<file path="src/rtl/fddplay_if.sv">
// DMA byte channel between the DMA engine and the fddplay write-data generator.
// The master side presents RLE bytes; the slave side accepts them and signals terminate.
interface fddplay_if;
    logic [7:0] data;
    logic       req;
    logic       stb;
    logic       stop;

    modport master (output data, req, input stb, stop);
    modport slave  (input data, req, output stb, stop);
endinterface

</file>
<file path="src/rtl/fddplay.sv">
// RLE-to-MFM write-data generator: each accepted byte N sets a 2N-cycle interval
// that ends in a PW-cycle active-low pulse on wdat_n (N=0 is a silent 512-cycle gap).
module fddplay #(
    parameter int unsigned PW = 4
) (
    input  logic        clk,
    input  logic        reset,
    fddplay_if.slave    dma,
    output logic        wdat_n,
    output logic        wgate,
    output logic        underrun,
    input  logic        cnt_latch,
    output logic [18:0] data_cnt_l
);

    localparam logic [1:0] IDLE  = 2'd0;
    localparam logic [1:0] RUN   = 2'd1;
    localparam logic [1:0] UNDER = 2'd2;

    localparam logic [3:0] PW_M1 = 4'(PW - 1);

    logic [1:0]  state;
    logic [7:0]  cur;
    logic [7:0]  nxt;
    logic        nxt_valid;
    logic [8:0]  ic;
    logic [3:0]  pc;
    logic [18:0] data_cnt;
    logic        reset_r;

    // Terminal cycle is ic==0, so a 2N-cycle interval loads 2N-1.
    function automatic logic [8:0] load_val(input logic [7:0] n);
        return (n == 8'd0) ? 9'd511 : ({1'b0, n} << 1) - 9'd1;
    endfunction

    assign dma.stb  = reset && dma.req && !nxt_valid && (state != UNDER);
    assign dma.stop = !reset && reset_r;
    assign wgate    = (state == RUN);

    always_ff @(posedge clk) begin
        reset_r <= reset;
        if (cnt_latch) begin
            data_cnt_l <= data_cnt;
        end
    end

    always_ff @(posedge clk) begin
        if (!reset) begin
            state     <= IDLE;
            cur       <= 8'd0;
            nxt_valid <= 1'b0;
            ic        <= 9'd0;
            pc        <= 4'd0;
            wdat_n    <= 1'b1;
            underrun  <= 1'b0;
            data_cnt  <= 19'd0;
        end else begin
            if (!wdat_n) begin
                if (pc == 4'd0) begin
                    wdat_n <= 1'b1;
                end else begin
                    pc <= pc - 4'd1;
                end
            end

            if (dma.stb) begin
                nxt       <= dma.data;
                nxt_valid <= 1'b1;
                data_cnt  <= data_cnt + 19'd1;
            end

            case (state)
                IDLE: begin
                    if (nxt_valid) begin
                        cur       <= nxt;
                        ic        <= load_val(nxt);
                        nxt_valid <= 1'b0;
                        state     <= RUN;
                    end
                end
                RUN: begin
                    if (ic == 9'd0) begin
                        // A pulse starting over an active one restarts pc, merging them.
                        if (cur != 8'd0) begin
                            wdat_n <= 1'b0;
                            pc     <= PW_M1;
                        end
                        if (nxt_valid) begin
                            cur       <= nxt;
                            ic        <= load_val(nxt);
                            nxt_valid <= 1'b0;
                        end else begin
                            underrun <= 1'b1;
                            state    <= UNDER;
                        end
                    end else begin
                        ic <= ic - 9'd1;
                    end
                end
                default: begin
                end
            endcase
        end
    end

endmodule
</file>
<file path="src/flat_wrapper.sv">
// flat-port wrapper written by rule: the top's interface ports become plain ports
module fddplay_flat 
#(
    parameter int unsigned PW = 4
)
  (clk, reset, wdat_n, wgate, underrun, cnt_latch, data_cnt_l, dma_data, dma_req, dma_stb, dma_stop);
  fddplay_if dma_i ();
  input  logic clk;
  input  logic reset;
  output logic wdat_n;
  output logic wgate;
  output logic underrun;
  input  logic cnt_latch;
  output logic [18:0] data_cnt_l;
  input wire logic [$bits(dma_i.data)-1:0] dma_data;
  input wire logic [$bits(dma_i.req)-1:0] dma_req;
  output wire logic [$bits(dma_i.stb)-1:0] dma_stb;
  output wire logic [$bits(dma_i.stop)-1:0] dma_stop;
  assign dma_i.data = dma_data;
  assign dma_i.req = dma_req;
  assign dma_stb = dma_i.stb;
  assign dma_stop = dma_i.stop;
  fddplay #(.PW(PW)) u_core (.clk(clk), .reset(reset), .dma(dma_i), .wdat_n(wdat_n), .wgate(wgate), .underrun(underrun), .cnt_latch(cnt_latch), .data_cnt_l(data_cnt_l));
endmodule
</file>
<file path="config.mk">
export PLATFORM = sky130hd
export DESIGN_NAME = fddplay_flat
export DESIGN_NICKNAME = d
export VERILOG_FILES = /design/src/rtl/fddplay_if.sv /design/src/rtl/fddplay.sv /design/src/flat_wrapper.sv
export SDC_FILE = /design/constraint.sdc
export NUM_CORES = 1
export LEC_CHECK = 0
export BUFFER_PORTS_ARGS = -buffer_cell sky130_fd_sc_hd__clkbuf_2
export CORE_MARGIN = 2
export CORE_UTILIZATION = 40
export DETAILED_ROUTE_END_ITERATION = 8
export PLACE_DENSITY = 0.66
export RECOVER_POWER = 25
export SETUP_SLACK_MARGIN = 0.2
export SLEW_MARGIN = 10
export SYNTH_ARGS = -nofsm -noshare
export SYNTH_HDL_FRONTEND = slang
export SYNTH_SLANG_ARGS = --single-unit
</file>
<file path="constraint.sdc">
create_clock -name clk -period 1.9 [get_ports clk]
set_input_delay 0.19 -clock clk [delete_from_list [all_inputs] [get_ports clk]]
set_output_delay 0.19 -clock clk [all_outputs]
set_load 0.02 [all_outputs]
</file>
==> results of run 1 <==
-- worst register-to-register path, stage by stage, from the launching register on --
cell and delay [ns]:
dfxtp_1 0.39, ha_1 0.18, nand3_1 0.08, or3_4 0.42, or3_1 0.39, a21oi_1 0.15
-- cell type report --
cell class | instances | area, um2
clock buffer | 10 | 128
clock inverter | 6 | 42.5
sequential | 73 | 1740
multi-input combinational | 221 | 1470
tap | 102 | 128
fill | 716 | 3760
inverter | 13 | 52.6
timing repair buffer | 64 | 405
-- cell usage in the layout (no fill, tap or decap), types with 4 or more instances in the layout --
cell type	synthesis	routed
xnor2_1	12	12
o21ai_0	9	9
a221oi_1	4	4
dfxtp_1	46	43
edfxtp_1	27	27
a21oi_1	22	22
clkbuf_2	1	34
buf_4	1	21
and3_1	5	5
xor2_1	8	8
clkbuf_8	0	9
ha_1	5	4
nand3_1	11	11
nor3_1	10	6
inv_2	1	4
o211ai_1	5	5
inv_1	12	8
a31oi_1	6	6
nand2_1	36	35
nor2_1	34	32
nand4_1	7	7
dlygate4sd3_1	0	7
-- timing repair --
action,4_1_cts,5_1_grt
endpoints found under the setup margin,25,27
hold buffers,3,4
hold endpoints to repair,3,4
resized for setup,9,25
setup buffers,1,5
cloned,0,1
pin swaps,0,4
-- registers in the layout, summed over array words and instances (netlist names) --
name               count
u_core.cur             8
u_core.data_cnt       19
u_core.data_cnt_l     19
u_core.ic              9
u_core.nxt             8
u_core.nxt_valid       1
u_core.pc              4
u_core.reset_r         1
u_core.state           2
u_core.underrun        1
u_core.wdat_n          1
-- per-layer routing --
metal / global-route usage, % / up-vias
li1: - / 1275
met1: 18.7 / 1185
met2: 25.1 / 69
met3: 4.83 / 10
met4: 8.58 / 0
met5: 0 / -
-- how the worst max path moves through the flow --
stage	from	endpoint	slack (ns)
after floorplan	u_core.ic[0]$_SDFFE_PN0N_	u_core.ic[5]$_SDFFE_PN0N_	0.20
final	u_core.data_cnt[0]$_SDFFE_PN0N_	u_core.data_cnt[14]$_SDFFE_PN0N_	0.22
after global routing	u_core.nxt[0]$_DFFE_PP_	u_core.ic[5]$_SDFFE_PN0N_	0.10
after detailed placement	u_core.ic[0]$_SDFFE_PN0N_	u_core.pc[2]$_SDFF_PN0_	0.09
after global placement	u_core.ic[0]$_SDFFE_PN0N_	u_core.pc[2]$_SDFF_PN0_	0.12
after CTS	u_core.ic[0]$_SDFFE_PN0N_	u_core.ic[1]$_SDFFE_PN0N_	0.22
-- cell families (layout without fill, tap and decap cells) --
logic type,count (synthesis),in the layout,synth area share (%)
flip-flops,73,73,54.3
buffers and inverters,25,93,3.69
AO/OA/AOI/OAI,62,62,12.3
multiplexers,3,3,0.942
XOR/XNOR,20,20,5.50
adder cells (fa/ha/maj),5,5,1.96
AND/OR/NAND/NOR,130,131,21.2
-- power groups by stage --
stage               registers (mW)  logic (mW)  clock network [mW]
detailed placement            1.84       0.719                   0
finish                        1.82       0.895                1.05
global route                  1.84       0.981                1.16
CTS                           1.80       0.773                1.08
global placement              1.83       0.708                   0
floorplan                     1.85       0.488                   0
-- per-stage QoR --
stage	utilization (%)	setup WS [ns]
final	51.3	0.219
after global placement	45.8	0.122
after detailed placement	45.8	0.0857
after global routing	51.3	0.101
after floorplan	-	0.201
after CTS	48.9	0.218
==> impl_metrics.yaml, run 1 <==
timing:
  period_share_pct: 88.5
  worst_pin_slew_ns: 0.927
  fin_skew_ns: 0.00861
  finalCriticalPeriod_ns: 1.68
  whs_ns: 0.0191
  max_slew_margin_pct: 38.2
  fmax_ghz: 0.595
  slew_violations: 0
  final.setup.tns_ns: 0
  finalHoldViolCount: 0
  rsz0062_at_grt: "true"
  final-setup-viol-count: 0
synth:
  synth_commonest_cells: "dfxtp_1, nand2_1, nor2_1, edfxtp_1, a21oi_1"
  synth_area_um2: 3190
  synth-seq-cells: 73
  async_flop_share_pct: 0
  synth_top_area_share_pct: 28.9
  ys_types: 49
  synth.area.top_cells: "dfxtp_1, edfxtp_1, nand2_1, nor2_1, a21oi_1"
  avgSynthCellArea_um2: 10.0
  syn-instance-count: 318
  ys_seq_area_share_pct: 54.3
  ys.flop_type: "dfxtp_1"
  synth-edff-count: 27
  ys_warn_count: 0
  netlist.top_cell.by_area: "dfxtp_1"
  synth_most_common_cell: "dfxtp_1"
  synth_nets: 335
clocking:
  clockBufferDepth: 2
  cts_made_buffers: 9
  clk_pin_slew_ns: 0.08
  insertion_delay_ns: 0.35
  cts-htree-levels: 3
  cts_tree: "done"
  clock_sinks: 73
  cts_root_buf: "clkbuf_8"
die:
  die_w_um: 93.3
  core-area_um2: 7730
  initial_core_util_pct: 41.2
  dieArea_um2: 8700
  fp.dieH_um: 93.3
  std_cell_rows: 32
  ioPinCount: 36
placement:
  dp_cells: 459
  portBuffers: 35
  hpwl_mm: 4.32
  postPlaceCellArea_um2: 3540
  gp_congestion: 0.830
cells_and_area:
  antenna_cells: 0
  postLayoutCellArea_um2: 3970
  nNetsFinal: 399
  stdcell_count: 489
  drive_above_1_share_pct: 25.3
  syn_to_final_growth_pct: 24.4
global_route:
  grt_usage_pct: 15.6
  grt.overflow.total: 0
  grt_pass1_vias: 2288
  grt_max_degree: 38
  grt_pass1_wl_mm: 10.6
  antenna_found_initial: 0
critical_path:
  worst-r2r-cell-count: 5
  cpPeakStageDelay_ns: 0.42
  worst-path-max-fanout: 10
  critPathCaptureType: "register"
  crit_arrival_ns: 1.96
  crit_path_start_kind: "register"
  rrSetupSlack_ns: 0.22
  timing.rr.end: "u_core.data_cnt[14]$_SDFFE_PN0N_"
  crit_type: "register to register"
  r2r-start: "u_core.data_cnt[0]$_SDFFE_PN0N_"
  path_depth: 5
  cp_cell_sequence: "ha_1 -> nand3_1 -> or3_4 -> or3_1 -> a21oi_1"
  path_buf_inv: 0
  required_ns: 2.18
  critPathTopFamily: "simple AND/OR/NAND/NOR gates"
  slowest_stage: "or3_4"
power_and_ir_drop:
  power_density_nw_per_um2: 950
  p_sw_share_pct: 31.3
  p_int_mw: 2.59
  leakage_nw: 1.50
  comb_power_share_pct: 23.8
  power_mw: 3.77
  p_sw_mw: 1.18
  ir_drop_mv: 0.451
  power.share.clock_pct: 27.8
  pwr-share-seq_pct: 48.4
route:
  dr.pass1.iters: 4
  ant_nets: 0
  wirelength_mm: 6.50
  highest_layer: "met4"
  drt_iter0_drc: 129
  wl_met3_um: 368
  route.vias.total: 2539
  wl_met2_mm: 3.21
  post_drt_wl_per_cell_um: 13.3
  drc: 0
  m1WireLength_mm: 2.78
  vias_per_cell: 5.19
hold_path:
  hp-class: "input port to register"
  hold_path_depth: 1
  hold_path_startpoint: "dma_data[3]"
  hold_path_end: "u_core.nxt[3]$_DFFE_PP_"
status:
  status: "finished, final reports clean"
flow_run:
  max_cap_viol_count: 0
Note: power is estimated with default switching activity, not from simulation.
==> run 2, diff against run 1 <==
--- a/config.mk
+++ b/config.mk
@@ -9,7 +9,7 @@
 export CORE_MARGIN = 2
 export CORE_UTILIZATION = 40
 export DETAILED_ROUTE_END_ITERATION = 8
-export PLACE_DENSITY = 0.66
+export PLACE_DENSITY = 0.68
 export RECOVER_POWER = 25
 export SETUP_SLACK_MARGIN = 0.2
 export SLEW_MARGIN = 10
==> constraint.sdc (replaced) <==
create_clock -name clk -period 1.4 [get_ports clk]
set_input_delay 0.14 -clock clk [delete_from_list [all_inputs] [get_ports clk]]
set_output_delay 0.14 -clock clk [all_outputs]
set_load 0.02 [all_outputs]
==> impl_metrics.yaml, run 2 (same netlist as run 1, synthesis figures left out) <==
status:
  violations: "negative setup slack"
  status: "complete, but fails checks"
cells_and_area:
  layout.cells.most_common_list: "buf_4, dfxtp_1, clkbuf_2, nor2_1, edfxtp_1"
  syn_to_final_growth_pct: 57.0
  nNetsFinal: 467
  antenna_cells: 0
  reg_top3: "u_core.data_cnt (19), u_core.data_cnt_l (19), u_core.ic (9)"
  drive_above_1_share_pct: 49.0
  final_common_cell: "buf_4"
  final_util_pct: 64.7
critical_path:
  crit_type: "register to register"
  crit_arrival_ns: 1.91
  slowest_stage: "dfxtp_1"
  critPathCaptureType: "register"
  critPathTopFamily: "simple AND/OR/NAND/NOR gates"
  required_ns: 1.65
  cp_cell_sequence: "nor4_4 -> nand3_4 -> buf_6 -> a22o_1 -> a221oi_2 -> nor2_1"
  cpPeakStageDelay_ns: 0.43
  path_buf_inv: 1
  crit_path_start_kind: "register"
  worst-path-max-fanout: 6
timing:
  finalHoldViolCount: 0
  period_share_pct: 119
  final-setup-viol-count: 42
  postLayoutSetupSlackWorst_ns: -0.261
  rsz0062_at_grt: "true"
  final.setup.tns_ns: -5.54
  finalCriticalPeriod_ns: 1.66
  max_slew_margin_pct: 34.9
  slew_violations: 0
  fin_skew_ns: 0.0108
  worst_pin_slew_ns: 0.976
  fmax_ghz: 0.602
power_and_ir_drop:
  pwr-share-seq_pct: 39.6
  ir_drop_mv: 0.700
  leakage_nw: 2.01
  p_int_mw: 4.25
  power.share.clock_pct: 27.1
  power_density_nw_per_um2: 1250
  p_sw_mw: 1.99
  power_mw: 6.24
  comb_power_share_pct: 33.3
  p_sw_share_pct: 31.9
clocking:
  clockBufferDepth: 2
  cts_made_buffers: 9
  cts_tree: "done"
  insertion_delay_ns: 0.36
  clock_sinks: 73
  clk_pin_slew_ns: 0.08
  cts_root_buf: "clkbuf_8"
  cts-htree-levels: 3
die:
  std_cell_rows: 32
  dieArea_um2: 8700
  core-area_um2: 7730
  die_w_um: 93.3
  ioPinCount: 36
  initial_core_util_pct: 41.2
  fp.dieH_um: 93.3
global_route:
  grt.overflow.total: 0
  grt_usage_pct: 18.9
  antenna_found_initial: 0
  grt_pass1_vias: 2753
  grt_max_degree: 20
  grt_pass1_wl_mm: 12.8
placement:
  portBuffers: 35
  gp_congestion: 0.826
  hpwl_mm: 5.01
route:
  drt_iter0_drc: 163
  route.vias.total: 2861
  dr.pass1.iters: 4
  wirelength_mm: 8.18
  post_drt_wl_per_cell_um: 14.7
  vias_per_cell: 5.14
  ant_nets: 0
  drc: 0
flow_run:
  max_cap_viol_count: 0
hold_path:
  hp-class: "input port to register"
==> run 2: power groups by stage <==
stage / clock network, mW / logic, mW / registers, mW
after floorplan: 0 / 0.828 / 2.53
after global placement: 0 / 1.43 / 2.48
after detailed placement: 0 / 1.46 / 2.48
after CTS: 1.72 / 1.72 / 2.44
after global routing: 1.83 / 2.22 / 2.49
final: 1.69 / 2.08 / 2.47
==> run 2: timing repair <==
item / CTS / global route
hold endpoints to repair: 8 / 0
hold buffers: 8 / 0
setup buffers: 8 / 13
gates resized for setup: 48 / 64
cloned: 2 / 0
pin swaps: 16 / 41
setup endpoints to repair: 52 / 54
==> run 2: layout make-up <==
cell class                      instances  area, um2
Clock buffer                            9        124
Clock inverter                          7       78.8
Fill cell                             563       2730
Inverter                               13       48.8
Multi-Input combinational cell        222       1840
Sequential cell                        73       1740
Tap cell                              102        128
Timing Repair Buffer                  131       1040
==> run 2: worst paths after layout <==
check,start,endpoint,slack (ns),depth (start not counted)
worst min-delay path,reset,u_core.reset_r$_DFF_P_,0.34,2
worst max register to register,u_core.ic[4]$_SDFFE_PN0N_,u_core.nxt_valid$_SDFF_PN0_,-0.26,6
worst max-delay path,u_core.ic[4]$_SDFFE_PN0N_,u_core.nxt_valid$_SDFF_PN0_,-0.26,6
worst min register to register,u_core.data_cnt[18]$_SDFFE_PN0N_,u_core.data_cnt_l[18]$_DFFE_PP_,0.46,0
==> run 2: metal layers <==
layer  share of wire [%]  wire, um  global-route usage (%)  vias up
met3                 3.7       300                    3.55        8
met1                  43      3530                    23.3     1376
li1                    -         -                       -     1417
met4                 1.1        87                    6.99        0
met5                   0         0                       0        -
met2                  52      4270                    32.7       60
==> run 2: through the flow <==
| stage | cells | instance area (um2) | hold slack, ns | setup slack (ns) |
|---|---|---|---|---|
| finish | 557 | 5000 | 0.339 | -0.261 |
| CTS | 544 | 4640 | 0.156 | -0.203 |
| floorplan | 318 | 3350 | 0.168 | -0.145 |
| global route | 557 | 5000 | 0.351 | -0.375 |
| global placement | 510 | 4080 | 0.317 | -0.178 |
| detailed placement | 510 | 4080 | 0.319 | -0.211 |
==> run 3, diff against run 2 <==
--- a/config.mk
+++ b/config.mk
@@ -6,10 +6,11 @@
 export NUM_CORES = 1
 export LEC_CHECK = 0
 export BUFFER_PORTS_ARGS = -buffer_cell sky130_fd_sc_hd__clkbuf_2
+export CORE_ASPECT_RATIO = 0.9
 export CORE_MARGIN = 2
 export CORE_UTILIZATION = 40
 export DETAILED_ROUTE_END_ITERATION = 8
-export PLACE_DENSITY = 0.68
+export PLACE_DENSITY = 0.66
 export RECOVER_POWER = 25
 export SETUP_SLACK_MARGIN = 0.2
 export SLEW_MARGIN = 10
==> constraint.sdc (replaced) <==
create_clock -name clk -period 1.95 [get_ports clk]
set_input_delay 0.195 -clock clk [delete_from_list [all_inputs] [get_ports clk]]
set_output_delay 0.195 -clock clk [all_outputs]
set_load 0.02 [all_outputs]
==> impl_metrics.yaml, run 3 (same netlist as run 1, synthesis figures left out) <==
power_and_ir_drop:
  ir_drop_mv: 0.613
  power_density_nw_per_um2: 961
  p_sw_share_pct: 32.0
  p_int_mw: 2.53
  leakage_nw: 1.46
  pwr-share-seq_pct: 47.3
  power.share.clock_pct: 29.5
  p_sw_mw: 1.19
  comb_power_share_pct: 23.2
critical_path:
  worst-path-max-fanout: 7
  required_ns: 2.20
  critPathCaptureType: "register"
  crit_path_start_kind: "register"
  slowest_stage: "dfxtp_1"
  cp_cell_sequence: "inv_2 -> ha_4 -> nor2b_4 -> nand3_4 -> a21o_1 -> and3_1 -> o21a_1"
  crit_arrival_ns: 1.89
  worst-r2r-cell-count: 7
  crit_type: "register to register"
  cpPeakStageDelay_ns: 0.36
route:
  route.vias.total: 2489
  ant_nets: 0
  post_drt_wl_per_cell_um: 13.5
  dr.pass1.iters: 4
  drc: 0
  drt_iter0_drc: 132
  wirelength_mm: 6.46
  vias_per_cell: 5.22
die:
  ioPinCount: 36
  core-area_um2: 7620
  die_w_um: 98.1
  fp.dieH_um: 88.7
  std_cell_rows: 30
  dieArea_um2: 8700
  initial_core_util_pct: 41.8
placement:
  portBuffers: 35
  hpwl_mm: 4.42
  dp_cells: 450
  gp_congestion: 0.899
timing:
  finalCriticalPeriod_ns: 1.65
  final.setup.tns_ns: 0
  finalHoldViolCount: 0
  final-setup-viol-count: 0
  rsz0062_at_grt: "false"
  worst_pin_slew_ns: 0.984
  fin_skew_ns: 0.0101
  slew_violations: 0
  fmax_ghz: 0.606
  max_slew_margin_pct: 34.4
  period_share_pct: 84.6
clocking:
  cts_tree: "done"
  cts_root_buf: "clkbuf_8"
  clk_pin_slew_ns: 0.08
  cts-htree-levels: 3
  cts_made_buffers: 9
  clockBufferDepth: 2
  clock_sinks: 73
  insertion_delay_ns: 0.35
global_route:
  antenna_found_initial: 0
  grt_max_degree: 38
  grt.overflow.total: 0
  grt_usage_pct: 15.9
  grt_pass1_wl_mm: 10.9
  grt_pass1_vias: 2365
flow_run:
  max_cap_viol_count: 0
status:
  status: "finished, final reports clean"
cells_and_area:
  fill_cells: 686
  stdcell_count: 477
  antenna_cells: 0
  final_common_cell: "dfxtp_1"
  final_util_pct: 50.9
  drive_above_1_share_pct: 24.1
  syn_to_final_growth_pct: 21.6
  nNetsFinal: 393
  layout.cells.most_common_list: "dfxtp_1, nand2_1, clkbuf_2, nor2_1, edfxtp_1"
  reg_top3: "u_core.data_cnt (19), u_core.data_cnt_l (19), u_core.ic (9)"
hold_path:
  hp-class: "input port to register"
  hold_path_depth: 1
run 3: repair_timing:
item / CTS / global route
endpoints found under the setup margin: 24 / 27
hold endpoints to repair: 0 / 4
setup buffers: 1 / 5
cloned: 1 / 0
hold buffers: 0 / 4
gates resized for setup: 7 / 15
pin swaps: 0 / 4
run 3: power by group through the flow:
stage | registers [mW] | logic [mW] | clock network [mW]
floorplan | 1.80 | 0.476 | 0
global placement | 1.78 | 0.681 | 0
detailed placement | 1.79 | 0.688 | 0
CTS | 1.76 | 0.764 | 1.13
global route | 1.78 | 0.944 | 1.20
finish | 1.76 | 0.863 | 1.10
run 3: layer usage:
metal	global-route usage, %	vias up	share of wire [%]
li1	-	1267	-
met1	18.0	1145	44
met2	27.4	68	47
met3	6.16	9	6.3
met4	6.44	0	1.9
met5	0	-	0
run 3: layout make-up:
type                       count  area, um2  area share [%]
clock buffer                   9        124            3.20
sequential                    73       1730            44.7
tap                           96        120            3.10
timing repair buffer          58        353            9.10
clock inverter                 7       61.3            1.58
multi-input combinational    221       1430            36.9
inverter                      13       52.6            1.36
run 3: path summary, 6_finish.rpt:
check,from,endpoint,slack (ns)
min reg2reg,u_core.cur[2]$_SDFFE_PN0P_,u_core.cur[2]$_SDFFE_PN0P_,0.46
min,dma_data[6],u_core.nxt[6]$_DFFE_PP_,0.02
max reg2reg,u_core.ic[1]$_SDFFE_PN0N_,u_core.ic[2]$_SDFFE_PN0N_,0.30
max,u_core.ic[1]$_SDFFE_PN0N_,u_core.ic[2]$_SDFFE_PN0N_,0.30
run 3: per-stage QoR:
step                      setup WS, ns  hold slack [ns]  total power, mW  cell area [um2]
after floorplan                  0.251            0.223             2.28             3190
after global placement           0.101            0.372             2.46             3510
after detailed placement       0.00830            0.374             2.48             3510
after CTS                        0.203          0.00380             3.65             3740
after global routing             0.184       0.00000522             3.92             3880
final                            0.300           0.0238             3.72             3880
run 3: critical path: cells and delay by family (launching register included):
family	cells	cell delay [ns]
flip-flops	1	0.36
buffers and inverters	1	0.09
adder cells (fa/ha/maj)	1	0.15
AND/OR/NAND/NOR	3	0.54
AO/OA/AOI/OAI	2	0.41
